[config.mk]
export PLATFORM = sky130hd
export DESIGN_NAME = mem_access_ctrl
export DESIGN_NICKNAME = d
export VERILOG_FILES = /design/src/rtl/mips_mem_pkg.sv /design/src/rtl/mem_timeout_ctr.sv /design/src/rtl/mem_access_ctrl.sv
export SDC_FILE = /design/constraint.sdc
export NUM_CORES = 1
export LEC_CHECK = 0
export CORE_MARGIN = 3
export CORE_UTILIZATION = 42
export CTS_CLUSTER_DIAMETER = 120
export DETAILED_ROUTE_END_ITERATION = 7
export GPL_TIMING_DRIVEN = 0
export PLACE_DENSITY = 0.8
export SYNTH_ARGS = -nofsm -noshare
export SYNTH_HDL_FRONTEND = slang
export SYNTH_HIERARCHICAL = 1
export SYNTH_SLANG_ARGS = --single-unit
[constraint.sdc]
create_clock -name clk -period 2.2 [get_ports clk]
set_input_delay 0.44 -clock clk [delete_from_list [all_inputs] [get_ports clk]]
set_output_delay 0.44 -clock clk [all_outputs]
set_load 0.005 [all_outputs]
[src/rtl/mips_mem_pkg.sv]
// ---------------------------------------------------------------------------
// mips_mem_pkg
// Shared types and constants for the MIPS memory-stage access controller.
//   state_t          : controller states (IDLE, ACCESS)
//   REG_ADDR_W       : register-file address width
//   DATA_W_DEFAULT   : default data/address width
//   ERR_*            : error codes; bit 0 = access error, bit 1 = timeout
//   cmd_illegal()    : true when a memory command cannot be issued
// ---------------------------------------------------------------------------
package mips_mem_pkg;

    localparam int DATA_W_DEFAULT = 32;
    localparam int REG_ADDR_W     = 5;

    typedef enum logic {
        IDLE   = 1'b0,
        ACCESS = 1'b1
    } state_t;

    // One bit per error so the error register maps straight onto the
    // two error pulse outputs.
    localparam logic [1:0] ERR_NONE    = 2'b00;
    localparam logic [1:0] ERR_ACCESS  = 2'b01;
    localparam logic [1:0] ERR_TIMEOUT = 2'b10;

    // A command is illegal if it asks for both a load and a store, or if
    // the word address is not 4-byte aligned.
    function automatic logic cmd_illegal(input logic       rd_cmd,
                                         input logic       wr_cmd,
                                         input logic [1:0] addr_lsb);
        return (rd_cmd && wr_cmd) || (addr_lsb != 2'b00);
    endfunction

endpackage

[src/rtl/mem_timeout_ctr.sv]
// ---------------------------------------------------------------------------
// mem_timeout_ctr
// Counts request cycles that pass without an acknowledge.
//   clk      in  clock
//   rst      in  synchronous active-high reset
//   clear    in  force the count to zero (wins over enable)
//   enable   in  increment the count this cycle
//   terminal out count has reached TIMEOUT-1 (last allowed request cycle)
// ---------------------------------------------------------------------------
module mem_timeout_ctr #(
    parameter  int TIMEOUT = 15,
    localparam int CNT_W   = $clog2(TIMEOUT + 1)
) (
    input  logic clk,
    input  logic rst,
    input  logic clear,
    input  logic enable,
    output logic terminal
);

    logic [CNT_W-1:0] count;

    always_ff @(posedge clk) begin
        if (rst || clear) begin
            count <= '0;
        end else if (enable) begin
            count <= count + 1'b1;
        end
    end

    assign terminal = (count == CNT_W'(TIMEOUT - 1));

endmodule

[src/rtl/mem_access_ctrl.sv]
// ---------------------------------------------------------------------------
// mem_access_ctrl
// Memory-stage access controller: turns load/store commands into req/ack
// transactions on a variable-latency data memory, stalls the pipeline while
// a transaction is outstanding, and presents a registered writeback bundle.
//
// Ports
//   clk, rst                     clock, synchronous active-high reset
//   in_valid, memread, memwrite,
//   memtoreg, reg_write,
//   alu_result, store_data, rd   instruction from the execute stage
//   stall                        upstream must hold its instruction
//   mem_req, mem_we, mem_addr,
//   mem_wdata                    data-memory request (held while mem_req)
//   mem_ack, mem_rdata           one-cycle completion pulse and read data
//   wb_valid, wb_reg_write,
//   wb_rd, wb_data               writeback bundle (wb_valid is a pulse)
//   access_err, timeout_err      one-cycle error pulses
//
// Handshake: mem_req rises the cycle after a legal command is accepted and
// stays high, with mem_we/mem_addr/mem_wdata frozen, until a cycle in which
// mem_ack is sampled high (the transfer completes in that cycle) or until
// TIMEOUT request cycles have passed without it. mem_ack is ignored whenever
// no request is outstanding. in_valid is only looked at while stall is low.
// ---------------------------------------------------------------------------
module mem_access_ctrl
    import mips_mem_pkg::*;
#(
    parameter int DATA_W  = DATA_W_DEFAULT,
    parameter int TIMEOUT = 15
) (
    input  logic                  clk,
    input  logic                  rst,
    input  logic                  in_valid,
    input  logic                  memread,
    input  logic                  memwrite,
    input  logic                  memtoreg,
    input  logic                  reg_write,
    input  logic [DATA_W-1:0]     alu_result,
    input  logic [DATA_W-1:0]     store_data,
    input  logic [REG_ADDR_W-1:0] rd,
    output logic                  stall,
    output logic                  mem_req,
    output logic                  mem_we,
    output logic [DATA_W-1:0]     mem_addr,
    output logic [DATA_W-1:0]     mem_wdata,
    input  logic                  mem_ack,
    input  logic [DATA_W-1:0]     mem_rdata,
    output logic                  wb_valid,
    output logic                  wb_reg_write,
    output logic [REG_ADDR_W-1:0] wb_rd,
    output logic [DATA_W-1:0]     wb_data,
    output logic                  access_err,
    output logic                  timeout_err
);

    state_t                state;
    logic                  memtoreg_q;
    logic                  reg_write_q;
    logic [REG_ADDR_W-1:0] rd_q;
    logic [1:0]            err_q;
    logic                  in_access;
    logic                  ctr_clear;
    logic                  tc_hit;

    assign in_access = (state == ACCESS);
    // The counter only runs inside ACCESS and restarts on every exit, so
    // each transaction sees a fresh count from its first request cycle.
    assign ctr_clear = !in_access || mem_ack || tc_hit;

    mem_timeout_ctr #(
        .TIMEOUT (TIMEOUT)
    ) u_timeout_ctr (
        .clk      (clk),
        .rst      (rst),
        .clear    (ctr_clear),
        .enable   (in_access),
        .terminal (tc_hit)
    );

    // The error register bits are the error outputs themselves.
    assign {timeout_err, access_err} = err_q;

    // mem_addr, mem_wdata and mem_we double as the latched alu_result,
    // store_data and memwrite for the duration of the access.
    always_ff @(posedge clk) begin
        if (rst) begin
            state        <= IDLE;
            stall        <= 1'b0;
            mem_req      <= 1'b0;
            mem_we       <= 1'b0;
            mem_addr     <= '0;
            mem_wdata    <= '0;
            wb_valid     <= 1'b0;
            wb_reg_write <= 1'b0;
            wb_rd        <= '0;
            wb_data      <= '0;
            err_q        <= ERR_NONE;
            memtoreg_q   <= 1'b0;
            reg_write_q  <= 1'b0;
            rd_q         <= '0;
        end else begin
            wb_valid     <= 1'b0;
            wb_reg_write <= 1'b0;
            err_q        <= ERR_NONE;

            case (state)
                IDLE: begin
                    if (in_valid) begin
                        if (!memread && !memwrite) begin
                            wb_valid     <= 1'b1;
                            wb_data      <= alu_result;
                            wb_reg_write <= reg_write;
                            wb_rd        <= rd;
                        end else if (cmd_illegal(memread, memwrite, alu_result[1:0])) begin
                            wb_valid <= 1'b1;
                            wb_data  <= '0;
                            wb_rd    <= rd;
                            err_q    <= ERR_ACCESS;
                        end else begin
                            mem_we      <= memwrite;
                            mem_addr    <= alu_result;
                            mem_wdata   <= store_data;
                            memtoreg_q  <= memtoreg;
                            reg_write_q <= reg_write;
                            rd_q        <= rd;
                            mem_req     <= 1'b1;
                            stall       <= 1'b1;
                            state       <= ACCESS;
                        end
                    end
                end

                ACCESS: begin
                    // Acknowledge takes priority over the timeout on the
                    // last allowed request cycle.
                    if (mem_ack) begin
                        mem_req      <= 1'b0;
                        stall        <= 1'b0;
                        wb_valid     <= 1'b1;
                        wb_data      <= memtoreg_q ? mem_rdata : mem_addr;
                        wb_reg_write <= reg_write_q;
                        wb_rd        <= rd_q;
                        state        <= IDLE;
                    end else if (tc_hit) begin
                        mem_req  <= 1'b0;
                        stall    <= 1'b0;
                        wb_valid <= 1'b1;
                        wb_data  <= '0;
                        wb_rd    <= rd_q;
                        err_q    <= ERR_TIMEOUT;
                        state    <= IDLE;
                    end
                end

                default: state <= IDLE;
            endcase
        end
    end

endmodule

==> results.yml <==
power:
  vdd_drop_max_uv: 471
  p_total_w: 0.00558
  leakage_nw: 2.70
  power_density_nw_per_um2: 707
clocking:
  htreeDepth: 4
  clk_pin_slew_worst_paths_ns: 0.06
  cts_tree: "yes"
  cts_sinks: 119
  cts-root-buf: "clkbuf_16"
  post_cts_buffers: 0
  clockBufferDepth: 2
  clk_latency_ns: 0.41
  numCtsBuffers: 17
synth:
  synth_common_cells: "173 x nand2_1, 119 x dfxtp_1, 106 x a21oi_1, 37 x mux2i_1, 35 x nor2_1"
  synth-edff-count: 0
  synth.area.top_cells: "dfxtp_1 47%, nand2_1 13%, a21oi_1 11%, a22oi_2 7.5%, mux2i_1 7.4%"
  synthCells: 595
  synth_area_per_cell_um2: 8.43
  synth_area_um2: 5020
  ys.flop_type: "dfxtp_1"
  synth_top_area_share_pct: 47.5
  synth-seq-area-share_pct: 47.5
  ys_warn_count: 6
  yosys.cell_count.top_type: "nand2_1"
  synth_nets: 706
  ys_ff_latch: 119
  yosysTopAreaCell: "dfxtp_1"
  synth.distinct_cells: 38
  async_flop_share_pct: 0
global_routing:
  gr-total-overflow: 0
  track_usage_pct: 24.8
  grt_max_degree: 17
  grt_pass1_vias: 5313
  antenna_found_initial: 0
  grt_first_pass_wirelength_mm: 26.1
critical_path:
  crit_chain: "inv_1, ha_1, and3_1, or3b_2, o211ai_2, clkbuf_4, a22oi_2"
  cp.required_ns: 2.50
  slowest_stage: "or3b_2"
  cp-start-kind: "flop"
  crit_type: "flop to flop"
  reg2regPathDepth: 7
  slowest_delay_ns: 0.52
  crit_arrival_ns: 2.41
  r2r_start: "u_timeout_ctr/count[0]"
  rrSetupSlack_ns: 0.09
  crit_path_end_kind: "flop"
  crit_fanout: 10
  r2r_end: "wb_data[23]"
sta:
  slew_headroom_pct: 61.0
  hold_slack_ns: 0.452
  setup_viol: 0
  tightestPinTransition_ns: 0.586
  slew_violations: 0
  grt_setup_unrepaired: "false"
  hold_viol: 0
  fin_crit_ns: 2.11
  finClkSkew_ns: 0.00985
  max_freq_mhz: 473
  fin_crit_sh_pct: 96.1
drt:
  drt-initial-drc-count: 334
  drc_errors: 0
  finalWirelength_mm: 16.7
  route.vias.total: 5182
  dr.pass1.iters: 5
  viasPerCell: 5.26
  wire_per_inst_um: 16.9
  ant_nets: 0
final_layout:
  layout.nets: 941
  syn2layout_area_growth_pct: 57.2
  final_cell_count_no_fill: 986
  drive_gt1_share_pct: 10.2
  n_antenna_cell: 0
  fillers: 929
floorplan:
  die_x_um: 115
  die_area_um2: 13300
  core_um2: 11600
  die_h_um: 115
  ios: 217
  initial_core_util_pct: 43.4
  rows: 39
placement:
  hpwl_mm: 12.3
  io_buffers: 216
  gp_congestion: 0.825
  dp.cells: 954
worst_hold_path:
  holdCritPathClass: "flop to flop"
  min-delay-start: "mem_wdata[5]"
  hold_depth: 2
  holdPathEnd: "mem_wdata[5]"
status:
  outcome: "finished clean"
job:
  drv_cap: 0
critical path, delay by kind of cell (launching register included):
kind	cells	cell delay [ns]
AND/OR/NAND/NOR	2	0.72
buffers and inverters	2	0.41
adder cells (fa/ha/maj)	1	0.19
flip-flops	1	0.40
AO/OA/AOI/OAI	2	0.27
metal layers:
metal / track usage [%] / part of all wire (%) / vias up
met4: 8.69 / 2.1 / 0
met5: 0 / 0 / -
li1: - / - / 2490
met2: 42.2 / 49 / 229
met1: 29.7 / 41 / 2427
met3: 7.53 / 7.7 / 36
worst max path at each step:
| stage | slack, ns | endpoint | start | cells after the start |
|---|---|---|---|---|
| global placement | -0.34 | wb_data[22] | rst | 6 |
| CTS | 0.0008 | wb_data[23] | rst | 6 |
| global route | 0.004 | mem_addr[22] | memwrite | 7 |
| floorplan | 0.32 | wb_data[22] | u_timeout_ctr/count[0] | 7 |
| detailed placement | -0.41 | wb_data[23] | rst | 6 |
| finish | 0.09 | wb_data[23] | u_timeout_ctr/count[0] | 7 |
report_power, final:
group | internal (W) | leakage (nW) | switching, W
Sequential | 0.00226 | 0.970 | 0.0000597
Combinational | 0.000452 | 1.47 | 0.000328
Clock | 0.00154 | 0.255 | 0.000943
Total | 0.00425 | 2.70 | 0.00133
sequential cells by signal (all words and copies together) (netlist names), 2 cells and up:
signal	count
err_q	2
mem_wdata	32
wb_rd	5
u_timeout_ctr/count	4
mem_addr	32
rd_q	5
wb_data	32
cell usage in the layout, fill, tap and decap left out, types with 5 or more instances in the layout:
cell type          n
buf_2             14
nor2_1            35
a211oi_1           7
clkinv_2           5
clkbuf_16         17
a21oi_1          106
a22oi_2           30
nor3_1             6
nand2_1          173
clkdlybuf4s50_1  216
clkbuf_1          28
mux2i_1           37
dfxtp_1          119
kinds of logic after synthesis:
group | count (synthesis) | synth area share, %
XOR/XNOR | 2 | 0.499
AND/OR/NAND/NOR | 232 | 18.6
AO/OA/AOI/OAI | 152 | 20.6
flip-flops | 119 | 47.5
adder cells (fa/ha/maj) | 2 | 0.499
buffers and inverters | 50 | 4.79
multiplexers | 38 | 7.60
metrics by stage:
stage	cell area, µm²	utilization, %	setup slack (ns)	setup TNS (ns)
global placement	7360	63.6	-0.340	-15.17
global route	7890	68.2	0.00443	0
finish	7890	68.2	0.0850	0
detailed placement	7360	63.6	-0.408	-20.89
floorplan	5020	-	0.317	0
CTS	7890	68.2	0.000794	0
area by class of cell:
cell class                      count  area, µm²  area share, %
Multi-Input combinational cell    426       2400           30.4
Sequential cell                   119       2380           30.2
Timing Repair Buffer              216       2160           27.4
Clock buffer                       23        448           5.68
Buffer                             47        234           2.96
Tap cell                          143        179           2.27
Clock inverter                      9       78.8          0.999
Inverter                            3       11.3          0.143
what timing repair did:
action	in CTS	in global routing
endpoints found under the setup margin	0	18
gates resized for setup	0	6
hold buffers	0	0
Power figures use the tool's default switching activity.
